$ cat config.mk
export PLATFORM = sky130hd
export DESIGN_NAME = dac_instr_queue_flat
export DESIGN_NICKNAME = d
export VERILOG_FILES = /design/src/rtl/dac_instr_queue_pkg.sv /design/src/rtl/dac_instr_queue_if.sv /design/src/rtl/dac_instr_queue_rr_arbiter.sv /design/src/rtl/dac_instr_queue.sv /design/src/flat_wrapper.sv
export SDC_FILE = /design/constraint.sdc
export NUM_CORES = 1
export LEC_CHECK = 0
export BUFFER_PORTS_ARGS = -buffer_cell sky130_fd_sc_hd__clkbuf_2
export CORE_ASPECT_RATIO = 0.75
export CORE_MARGIN = 2
export CORE_UTILIZATION = 55
export DETAILED_ROUTE_END_ITERATION = 6
export GPL_ROUTABILITY_DRIVEN = 0
export PLACE_DENSITY = 0.77
export SLEW_MARGIN = 10
export SYNTH_ARGS = -nofsm -noshare
export SYNTH_HDL_FRONTEND = slang
export SYNTH_HIERARCHICAL = 1
export SYNTH_SLANG_ARGS = --single-unit
$ cat constraint.sdc
create_clock -name clk_in -period 4.79 [get_ports clk_in]
set_input_delay 0.7185 -clock clk_in [delete_from_list [all_inputs] [get_ports clk_in]]
set_output_delay 0.7185 -clock clk_in [all_outputs]
set_load 0.01 [all_outputs]
$ cat src/rtl/dac_instr_queue_pkg.sv
// rtl/dac_instr_queue_pkg.sv - shared constants for the DAC instruction queue
package dac_instr_queue_pkg;

    localparam logic [0:0] ST_IDLE = 1'b0;
    localparam logic [0:0] ST_SEND = 1'b1;

    localparam int         W_CMD_DEF     = 4;
    localparam int         W_ADDR_DEF    = 4;
    localparam int         W_DATA_DEF    = 16;
    localparam logic [3:0] CMD_WRITE_DEF = 4'b0011;

    // Instruction layout, MSB first: {cmd, addr, data}
    function automatic int instr_width(int w_cmd, int w_addr, int w_data);
        return w_cmd + w_addr + w_data;
    endfunction

    // Channel index width; a single channel still needs one bit of storage
    function automatic int idx_width(int n);
        return (n > 1) ? $clog2(n) : 1;
    endfunction

endpackage

$ cat src/rtl/dac_instr_queue_if.sv
// rtl/dac_instr_queue_if.sv - instruction handshake toward the DAC controller
interface dac_instr_queue_if #(
    parameter int W_INSTR = 24
) ();

    logic [W_INSTR-1:0] instr_out;
    logic               instr_valid_out;
    logic               instr_ready_in;

    modport master (
        output instr_out,
        output instr_valid_out,
        input  instr_ready_in
    );

    modport slave (
        input  instr_out,
        input  instr_valid_out,
        output instr_ready_in
    );

endinterface

$ cat src/rtl/dac_instr_queue_rr_arbiter.sv
// rtl/dac_instr_queue_rr_arbiter.sv - combinational round-robin arbiter
module dac_instr_queue_rr_arbiter
    import dac_instr_queue_pkg::*;
#(
    parameter int N     = 8,
    parameter int W_IDX = idx_width(N)
) (
    input  logic [N-1:0]     req_i,
    input  logic [W_IDX-1:0] ptr_i,
    output logic [N-1:0]     gnt_o,
    output logic [W_IDX-1:0] idx_o,
    output logic             any_o
);

    // Search starts one past the last grant and wraps, so the last winner goes last
    always_comb begin
        gnt_o = '0;
        idx_o = '0;
        any_o = 1'b0;
        for (int i = 1; i <= N; i++) begin
            int j;
            j = int'(ptr_i) + i;
            if (j >= N) begin
                j = j - N;
            end
            if (!any_o && req_i[j]) begin
                any_o    = 1'b1;
                gnt_o[j] = 1'b1;
                idx_o    = W_IDX'(j);
            end
        end
    end

endmodule

$ cat src/rtl/dac_instr_queue.sv
// rtl/dac_instr_queue.sv - per-channel pending bank, round-robin issue of DAC write instructions
module dac_instr_queue
    import dac_instr_queue_pkg::*;
#(
    parameter int               N_CHAN    = 8,
    parameter int               W_DATA    = W_DATA_DEF,
    parameter int               W_ADDR    = W_ADDR_DEF,
    parameter int               W_CMD     = W_CMD_DEF,
    parameter logic [W_CMD-1:0] CMD_WRITE = W_CMD'(CMD_WRITE_DEF)
) (
    input  logic                       clk_in,
    input  logic                       reset_in,
    input  logic [N_CHAN*W_DATA-1:0]   data_in,
    input  logic [N_CHAN-1:0]          data_valid_in,
    input  logic [N_CHAN-1:0]          chan_en_in,
    dac_instr_queue_if.master          dac_if,
    output logic                       overflow_out
);

    localparam int W_IDX   = idx_width(N_CHAN);
    localparam int W_INSTR = instr_width(W_CMD, W_ADDR, W_DATA);

    logic [N_CHAN-1:0]        in_vld_q, in_vld_d;
    logic [N_CHAN*W_DATA-1:0] in_data_q, in_data_d;
    logic [N_CHAN-1:0]        pend_q, pend_d;
    logic [W_DATA-1:0]        pend_data_q [N_CHAN];
    logic [W_DATA-1:0]        pend_data_d [N_CHAN];
    logic [0:0]               state_q, state_d;
    logic [W_IDX-1:0]         rr_q, rr_d;
    logic [W_INSTR-1:0]       instr_q, instr_d;
    logic                     valid_q, valid_d;
    logic                     ovf_q, ovf_d;

    logic [N_CHAN-1:0]        gnt;
    logic [W_IDX-1:0]         gnt_idx;
    logic                     gnt_any;
    logic                     grant_fire;

    dac_instr_queue_rr_arbiter #(
        .N     (N_CHAN),
        .W_IDX (W_IDX)
    ) u_arb (
        .req_i (pend_q),
        .ptr_i (rr_q),
        .gnt_o (gnt),
        .idx_o (gnt_idx),
        .any_o (gnt_any)
    );

    assign grant_fire = (state_q == ST_IDLE) && gnt_any;

    // Input stage: the enable mask is applied as words arrive, so a masked pulse never lands
    always_comb begin
        in_vld_d  = data_valid_in & chan_en_in;
        in_data_d = data_in;
    end

    // Pending bank: a fresh word always wins over a clear from the grant on the same edge
    always_comb begin
        pend_d      = pend_q;
        pend_data_d = pend_data_q;
        ovf_d       = ovf_q;
        for (int k = 0; k < N_CHAN; k++) begin
            if (!chan_en_in[k]) begin
                pend_d[k] = 1'b0;
            end else begin
                if (grant_fire && gnt[k]) begin
                    pend_d[k] = 1'b0;
                end
                if (in_vld_q[k]) begin
                    pend_data_d[k] = in_data_q[k*W_DATA +: W_DATA];
                    pend_d[k]      = 1'b1;
                    if (pend_q[k] && !(grant_fire && gnt[k])) begin
                        ovf_d = 1'b1;
                    end
                end
            end
        end
    end

    always_comb begin
        state_d = state_q;
        rr_d    = rr_q;
        instr_d = instr_q;
        valid_d = valid_q;
        case (state_q)
            ST_IDLE: begin
                if (gnt_any) begin
                    state_d = ST_SEND;
                    valid_d = 1'b1;
                    rr_d    = gnt_idx;
                    instr_d = {CMD_WRITE, W_ADDR'(gnt_idx), pend_data_q[gnt_idx]};
                end
            end
            ST_SEND: begin
                if (valid_q && dac_if.instr_ready_in) begin
                    state_d = ST_IDLE;
                    valid_d = 1'b0;
                end
            end
            default: begin
                state_d = ST_IDLE;
                valid_d = 1'b0;
            end
        endcase
    end

    always_ff @(posedge clk_in) begin
        if (reset_in) begin
            in_vld_q  <= '0;
            in_data_q <= '0;
            pend_q    <= '0;
            for (int k = 0; k < N_CHAN; k++) begin
                pend_data_q[k] <= '0;
            end
            state_q   <= ST_IDLE;
            rr_q      <= W_IDX'(N_CHAN - 1);
            instr_q   <= '0;
            valid_q   <= 1'b0;
            ovf_q     <= 1'b0;
        end else begin
            in_vld_q    <= in_vld_d;
            in_data_q   <= in_data_d;
            pend_q      <= pend_d;
            pend_data_q <= pend_data_d;
            state_q     <= state_d;
            rr_q        <= rr_d;
            instr_q     <= instr_d;
            valid_q     <= valid_d;
            ovf_q       <= ovf_d;
        end
    end

    assign dac_if.instr_out       = instr_q;
    assign dac_if.instr_valid_out = valid_q;
    assign overflow_out           = ovf_q;

endmodule
$ cat src/flat_wrapper.sv
// flat-port wrapper written by rule: the top's interface ports become plain ports
module dac_instr_queue_flat import dac_instr_queue_pkg::*;
#(
    parameter int               N_CHAN    = 8,
    parameter int               W_DATA    = W_DATA_DEF,
    parameter int               W_ADDR    = W_ADDR_DEF,
    parameter int               W_CMD     = W_CMD_DEF,
    parameter logic [W_CMD-1:0] CMD_WRITE = W_CMD'(CMD_WRITE_DEF)
)
  (clk_in, reset_in, data_in, data_valid_in, chan_en_in, overflow_out, dac_if_instr_out, dac_if_instr_valid_out, dac_if_instr_ready_in);
  dac_instr_queue_if dac_if_i ();
  input  logic clk_in;
  input  logic reset_in;
  input  logic [N_CHAN*W_DATA-1:0] data_in;
  input  logic [N_CHAN-1:0] data_valid_in;
  input  logic [N_CHAN-1:0] chan_en_in;
  output logic overflow_out;
  output wire logic [$bits(dac_if_i.instr_out)-1:0] dac_if_instr_out;
  output wire logic [$bits(dac_if_i.instr_valid_out)-1:0] dac_if_instr_valid_out;
  input wire logic [$bits(dac_if_i.instr_ready_in)-1:0] dac_if_instr_ready_in;
  assign dac_if_instr_out = dac_if_i.instr_out;
  assign dac_if_instr_valid_out = dac_if_i.instr_valid_out;
  assign dac_if_i.instr_ready_in = dac_if_instr_ready_in;
  dac_instr_queue #(.N_CHAN(N_CHAN), .W_DATA(W_DATA), .W_ADDR(W_ADDR), .W_CMD(W_CMD), .CMD_WRITE(CMD_WRITE)) u_core (.clk_in(clk_in), .reset_in(reset_in), .data_in(data_in), .data_valid_in(data_valid_in), .chan_en_in(chan_en_in), .dac_if(dac_if_i), .overflow_out(overflow_out));
endmodule
* Word-level counts from Yosys, hierarchy flattened
Cells that the tools add are included.
** Cells by class
- Add/subtract/negate cells :: 16
- Magnitude comparators :: 25
- Equal/unequal tests :: 2
- Mux-type cells :: 121
- Bitwise operators :: 18
- Reductions and logical operators :: 74
** Operators with widths (count)
- >= comparator 32 x 1 -> 1 bit (second input constant) :: 8
- less-than comparator 32 x 5 -> 1 bit (second input constant) :: 8
- two-way mux 32 bit :: 8
- two-way mux 1 bit :: 76
- two-way mux 8 bit :: 8
- OR 8 bit :: 7
- binary-select mux 16 bit (select 3 bit) :: 1
- logical AND 1 bit :: 33
- >= comparator 32 x 5 -> 1 bit (second input constant) :: 1
- two-way mux 16 bit :: 2
- subtractor 32 x 5 -> 32 bit (second input constant) :: 1
- subtractor 4 x 4 -> 5 bit (second input constant) :: 6
- >= comparator 4 bit (second input constant) :: 7
- binary-select mux 1 bit (select 3 bit) :: 8
- demux 1 bit (select 3 bit) :: 8
- two-way mux 3 bit :: 8
- AND reduction 2 bit :: 10
- adder 3 x 3 -> 4 bit (second input constant) :: 4
- nonzero test 2 bit :: 8
- OR reduction 2 bit :: 8
- logical NOT 1 bit :: 15
- NOT 1 bit :: 9
- adder 3 x 2 -> 4 bit (second input constant) :: 2
- bitwise AND 8 bit :: 1
- 8 further kinds :: 9
** Word-level totals
- Flip-flop bits (word level) :: 298
- Input bits :: 147
- Output and inout port bits :: 26
- Word-level logic and storage cells :: 279

* Longest topological paths before layout
- Depth in word-level cells :: 56
- Mapped depth :: 17
- Mapped depth without buffers :: 12

* By module
Netlist, hierarchy kept.
** By module, submodules not included
- dac_instr_queue :: instances 1, cells an instance 1051, area an instance 10308.6 sq um, seq. area each 5965.7 sq um
- dac_instr_queue_rr_arbiter :: instances 1, cells an instance 138, area an instance 1244.9 sq um, seq. area each 0.0 sq um

* Least setup slack after synthesis
No wires, ideal clock.
- Path type :: register -> register
- Start :: register u_core.rr_q[0]
- End :: register u_core.instr_q[3], in the netlist u_core/dac_if.instr_out[3]
- Library setup time :: 0.134 ns
- Data arrival time :: 3.747 ns
- Data required time :: 4.656 ns
- Path slack :: 0.909 ns
- Stages on the path, launching flop included :: 17
- Path buffers :: 5
- Clock period less this slack :: 3.881 ns
- Path through :: dfxtp_1 -> buf_6 -> inv_2 -> clkbuf_1 -> ha_1 -> buf_6 -> mux4_2 -> mux2i_4 -> nand4_4 -> and3b_2 -> nor2_1 -> a21oi_1 -> buf_6 -> buf_12 -> mux4_2 -> mux2i_1 -> a211oi_1
** On the way
- Word-level cells in the longest chain between the ends :: 32
- Elaborated cells between the ends (all ways) :: 91
- Those cells by class :: add/sub (16); order compare (8); mux (51); bitwise (1); reduce/logical (15)
** RTL lines
- from (decl) :: line dac_instr_queue.sv:29 : logic [W_IDX-1:0] rr_q, rr_d;
- from (signal assigned) :: line dac_instr_queue.sv:117 : rr_q <= W_IDX'(N_CHAN - 1);
- from (signal assigned) :: line dac_instr_queue.sv:127 : rr_q <= rr_d;
- adder 3 x 1 -> 4 bit :: line dac_instr_queue_rr_arbiter.sv:22 : j = int'(ptr_i) + i;
- subtractor 32 x 5 -> 32 bit or >= comparator 32 x 5 -> 1 bit (tied branches) :: line dac_instr_queue_rr_arbiter.sv:24, dac_instr_queue_rr_arbiter.sv:23
- two-way mux 32 bit :: line dac_instr_queue_rr_arbiter.sv:23 : if (j >= N) begin
- binary-select mux 1 bit (select 3 bit) :: line dac_instr_queue_rr_arbiter.sv:26 : if (!any_o && req_i[j]) begin
- two-way mux 1 bit (implied by the code) (2 in a row) :: line dac_instr_queue_rr_arbiter.sv:26
- two-way mux 1 bit :: line dac_instr_queue_rr_arbiter.sv:26
- logical NOT 1 bit :: line dac_instr_queue_rr_arbiter.sv:26
- logical AND 1 bit :: line dac_instr_queue_rr_arbiter.sv:26
- [... 15 more ...]
- two-way mux 1 bit :: line dac_instr_queue_rr_arbiter.sv:26
- logical NOT 1 bit :: line dac_instr_queue_rr_arbiter.sv:26
- logical AND 1 bit :: line dac_instr_queue_rr_arbiter.sv:26
- two-way mux 3 bit * :: line dac_instr_queue_rr_arbiter.sv:26
- named net u_core.gnt_idx[0] :: line dac_instr_queue.sv:35 : logic [W_IDX-1:0] gnt_idx;
- NOT 3 -> 4 bit (implied by the code) * :: line dac_instr_queue.sv:92 : instr_d = {CMD_WRITE, W_ADDR'(gnt_idx), pend_data_q[gnt_idx]};
- binary-select mux 16 bit (select 3 bit) * :: line dac_instr_queue.sv:92
- two-way mux 16 bit (implied by the code) * (2 in a row) :: line dac_instr_queue.sv:92
- to (signal assigned) :: line dac_instr_queue.sv:128 : instr_q <= instr_d;
- to (decl) :: line dac_instr_queue.sv:30 : logic [W_INSTR-1:0] instr_q, instr_d;
Mark *: on every way through the listed nets, which the timed path passes. The rest lies on a longest branch. The select of a mux whose other input is x is not followed.
A chain may end at the register's enable or synchronous reset.

* Worst setup path after layout
- Start :: register u_core.rr_q[0]
- End :: register u_core.instr_q[7], in the netlist u_core/dac_if.instr_out[7]
The elaborated chain is that of the path after synthesis.

==> results.md <==
* Outcome: complete, no violations
* Hold WS at 0.375 ns
* Tcrit/Tclk final at 86.5%
* PortBufs at 169
* Post-DP HPWL at 19.7 mm
* Final Util at between 60% and 70%
* Postcts setup bufs at 0
* Cells after synthesis at about 1,200
* Clock Pin Slew Worst Setup and Hold Paths at 0.07 ns
* Latest clock arrival within the worst-skew pair at 0.54 ns
* Clock root buffer: clkbuf_16
* Dpl ws at 0.748 ns
* Post-Syn Area at around 12,000 um2
* Setup ws final at 0.646 ns
* Die height at 130 um
* Iter 0 DRT Violations at 875
* P&R area growth vs syn at 16.1%
* Crit-path max FO at 33
* Setup TNS at 0 ns
* IO Pins at 173
* Min-delay worst type: in2reg
* Vias in the first global route at 8,639
* # H-tree levels at 1
* Minimum clock period at slightly above 4 ns
* Wirelength, routed at 27.9 mm
* Number of library cell types mapped by synthesis at 61
* CTS Hold Bufs at 0
* DIE AREA at 22,200 um2
* Pins Over Slew Limit at 0
* GRT Util Overall at 25.3%
* Post-synth top flop: dfxtp_1
* CP Launch Type: flop
* Post-DR wirelength/cell at 17.2 um
* Final ANT Viol Nets at 0
* Longest Clk Path Bufs at 3
* Worst Setup End Kind: flop
* Diodes inserted at 0
* DR pass1 iterations at 5
* Post-CTS sizing at 0
* Worst endpoint data arrival time at 4.53 ns
* Part of the Yosys area used for sequential elements at a little over 50%
* Total Power at about 0.0066 W
* Power per cell area at 490 nW/um2
* Layout cells sized above 1 at a little over a fifth
* Slew margin rel. at 29.0%
* Yosys warnings at 6
* Initial antenna violation count at 0
* TritonCTS clock tree: done
* Nets at 1,471
* Core area at 20,400 um2
* Worst-Margin Slew at 1.07 ns
* Global-route wire length before repair at around 44 mm
* Top cell type's share of synthesized area at 51.6%
* Post-synth EDFFs at 0
* Grt total ovfl at 0
* DR DRC count at 0
* Total number of vias at around 8,900
* Largest area contributor in the netlist: dfxtp_1
* Max cap viols at 0
* Setup-failing EPs final at 0
* # rows at 45
* CP Data Required Time at roughly 5.2 ns
* Chip width at 171 um
* Max Fclk at ~0.24 GHz
* Clock buffer count from CTS at 28
* Synthesized area per cell at 9.72 um2
* Largest cells by area after synthesis: dfxtp_1 52%, nand2_1 9.5%, mux4_2 7.4%
* Ys async rst share at 0%
* Skew final at between 0.015 and 0.02 ns
* Initial Util at 56.5%
* RSZ-0062 raised after global routing: no
* Worst Setup Path Type: reg2reg
* Vias per cell at 5.51
* Hold Violations, Final at 0
* Total clock sinks at 298
* Leak Pwr at 5.17 nW
* Max VDD drop at 0.000345 V
* Pin count of the biggest net entering global routing at 170
* FF+latch count, synth at 298
[critical path, cell delays in order, from the launching register on]
cell	delay, ns
dfxtp_1	0.34
inv_2	0.13
ha_1	0.31
buf_4	0.24
mux4_2	0.62
mux2i_4	0.28
nor2b_1	0.10
a2111oi_0	0.88
a21oi_4	0.04
buf_12	0.24
mux4_2	0.46
mux2i_1	0.23
a211oi_1	0.11
[logic make-up after synthesis]
group,count (synthesis),share of synthesized area [%]
AO/OA/AOI/OAI,212,10.5
buffers and inverters,92,4.22
multiplexers,75,11.7
AND/OR/NAND/NOR,502,20.8
other,1,0.0325
XOR/XNOR,2,0.282
adder cells (fa/ha/maj),7,0.758
flip-flops,298,51.6
[cell type report]
cell class / instances / area, um2
multi-input cells: 801 / 5140
inverters: 9 / 33.8
fillers: 1666 / 7020
repair buffers: 179 / 955
clock buffers: 33 / 749
well taps: 282 / 353
clock inverters: 18 / 218
flip-flops and latches: 298 / 5970
[flip-flops by register name, summed over array words and instances (netlist names)]
name,count
u_core/overflow_out,1
u_core/state_q,1
u_core/dac_if.instr_out,20
u_core/dac_if.instr_valid_out,1
u_core/rr_q,3
u_core/in_vld_q,8
u_core/in_data_q,128
u_core/pend_q,8
u_core/pend_data_q,128
[per-stage QoR]
step | std cells | area, um2
detailed placement | 1569 | 12500
global placement | 1569 | 12500
global route | 1620 | 13400
CTS | 1620 | 13400
finish | 1620 | 13400
floorplan | 1191 | 11600
[placed cells by master (no fill, tap or decap), types with 3 or more instances in the layout]
| master | instances |
|---|---|
| mux4_2 | 38 |
| conb_1 | 3 |
| clkbuf_16 | 28 |
| nand3_1 | 4 |
| nand2_1 | 292 |
| mux2i_4 | 3 |
| a211oi_1 | 17 |
| bufinv_16 | 4 |
| o21ai_1 | 3 |
| and2_1 | 9 |
| inv_1 | 8 |
| and3b_1 | 8 |
| nand2b_1 | 7 |
| clkbuf_2 | 168 |
| ha_1 | 7 |
| a21boi_0 | 3 |
| a32oi_1 | 6 |
| dfxtp_1 | 298 |
| buf_4 | 8 |
| mux4_1 | 5 |
| clkinv_2 | 8 |
| mux2i_1 | 25 |
| a21oi_1 | 152 |
| a222oi_1 | 4 |
| o21ai_0 | 4 |
| a31oi_1 | 5 |
| clkbuf_8 | 4 |
| nor3b_1 | 8 |
| nor2b_1 | 133 |
| nor2_1 | 24 |
[layer usage]
metal | vias up | GRT usage, % | wire length (um)
li1 | 4265 | - | -
met1 | 4193 | 32.7 | 11500
met2 | 392 | 42.8 | 13200
met3 | 76 | 4.95 | 2260
met4 | 0 | 8.72 | 985
met5 | - | 0 | 0
[Yosys cell counts (all sizes together) (2+ instances only)]
cell type,instances
nor2b,134
mux2,4
nand3,4
nand4,3
mux4,43
o31ai,2
ha,7
nand2,293
a31oi,5
or2,2
dfxtp,298
nand3b,2
mux2i,28
inv,9
a21boi,3
a222oi,4
buf,45
nand2b,7
clkbuf,38
o21ai,7
a32oi,6
o22ai,2
a22oi,2
a211oi,17
nor3,2
nor2,26
nor3b,9
and3b,9
and2,9
a21oi,153
o21bai,2
a2bb2oi,2
[report_power, final]
| part | internal (W) | total (W) | switching [W] |
|---|---|---|---|
| registers | 0.00262 | 0.00271 | 0.0000885 |
| logic | 0.000664 | 0.00158 | 0.000920 |
| clock network | 0.00134 | 0.00229 | 0.000946 |
[path summary, 6_finish.rpt]
check	startpoint	end	slack, ns	cells past startpoint
worst min register to register	u_core/in_data_q[70]$_SDFF_PP0_	u_core/pend_data_q[54]$_SDFFE_PP0P_	0.43	2
worst max-delay path	u_core/rr_q[0]$_SDFFE_PP1N_	u_core/dac_if.instr_out[7]$_SDFFE_PP0N_	0.65	12
worst min-delay path	data_in[120]	u_core/in_data_q[120]$_SDFF_PP0_	0.38	2
worst max register to register	u_core/rr_q[0]$_SDFFE_PP1N_	u_core/dac_if.instr_out[7]$_SDFFE_PP0N_	0.65	12
No activity file was read; power rests on OpenSTA's default activity.
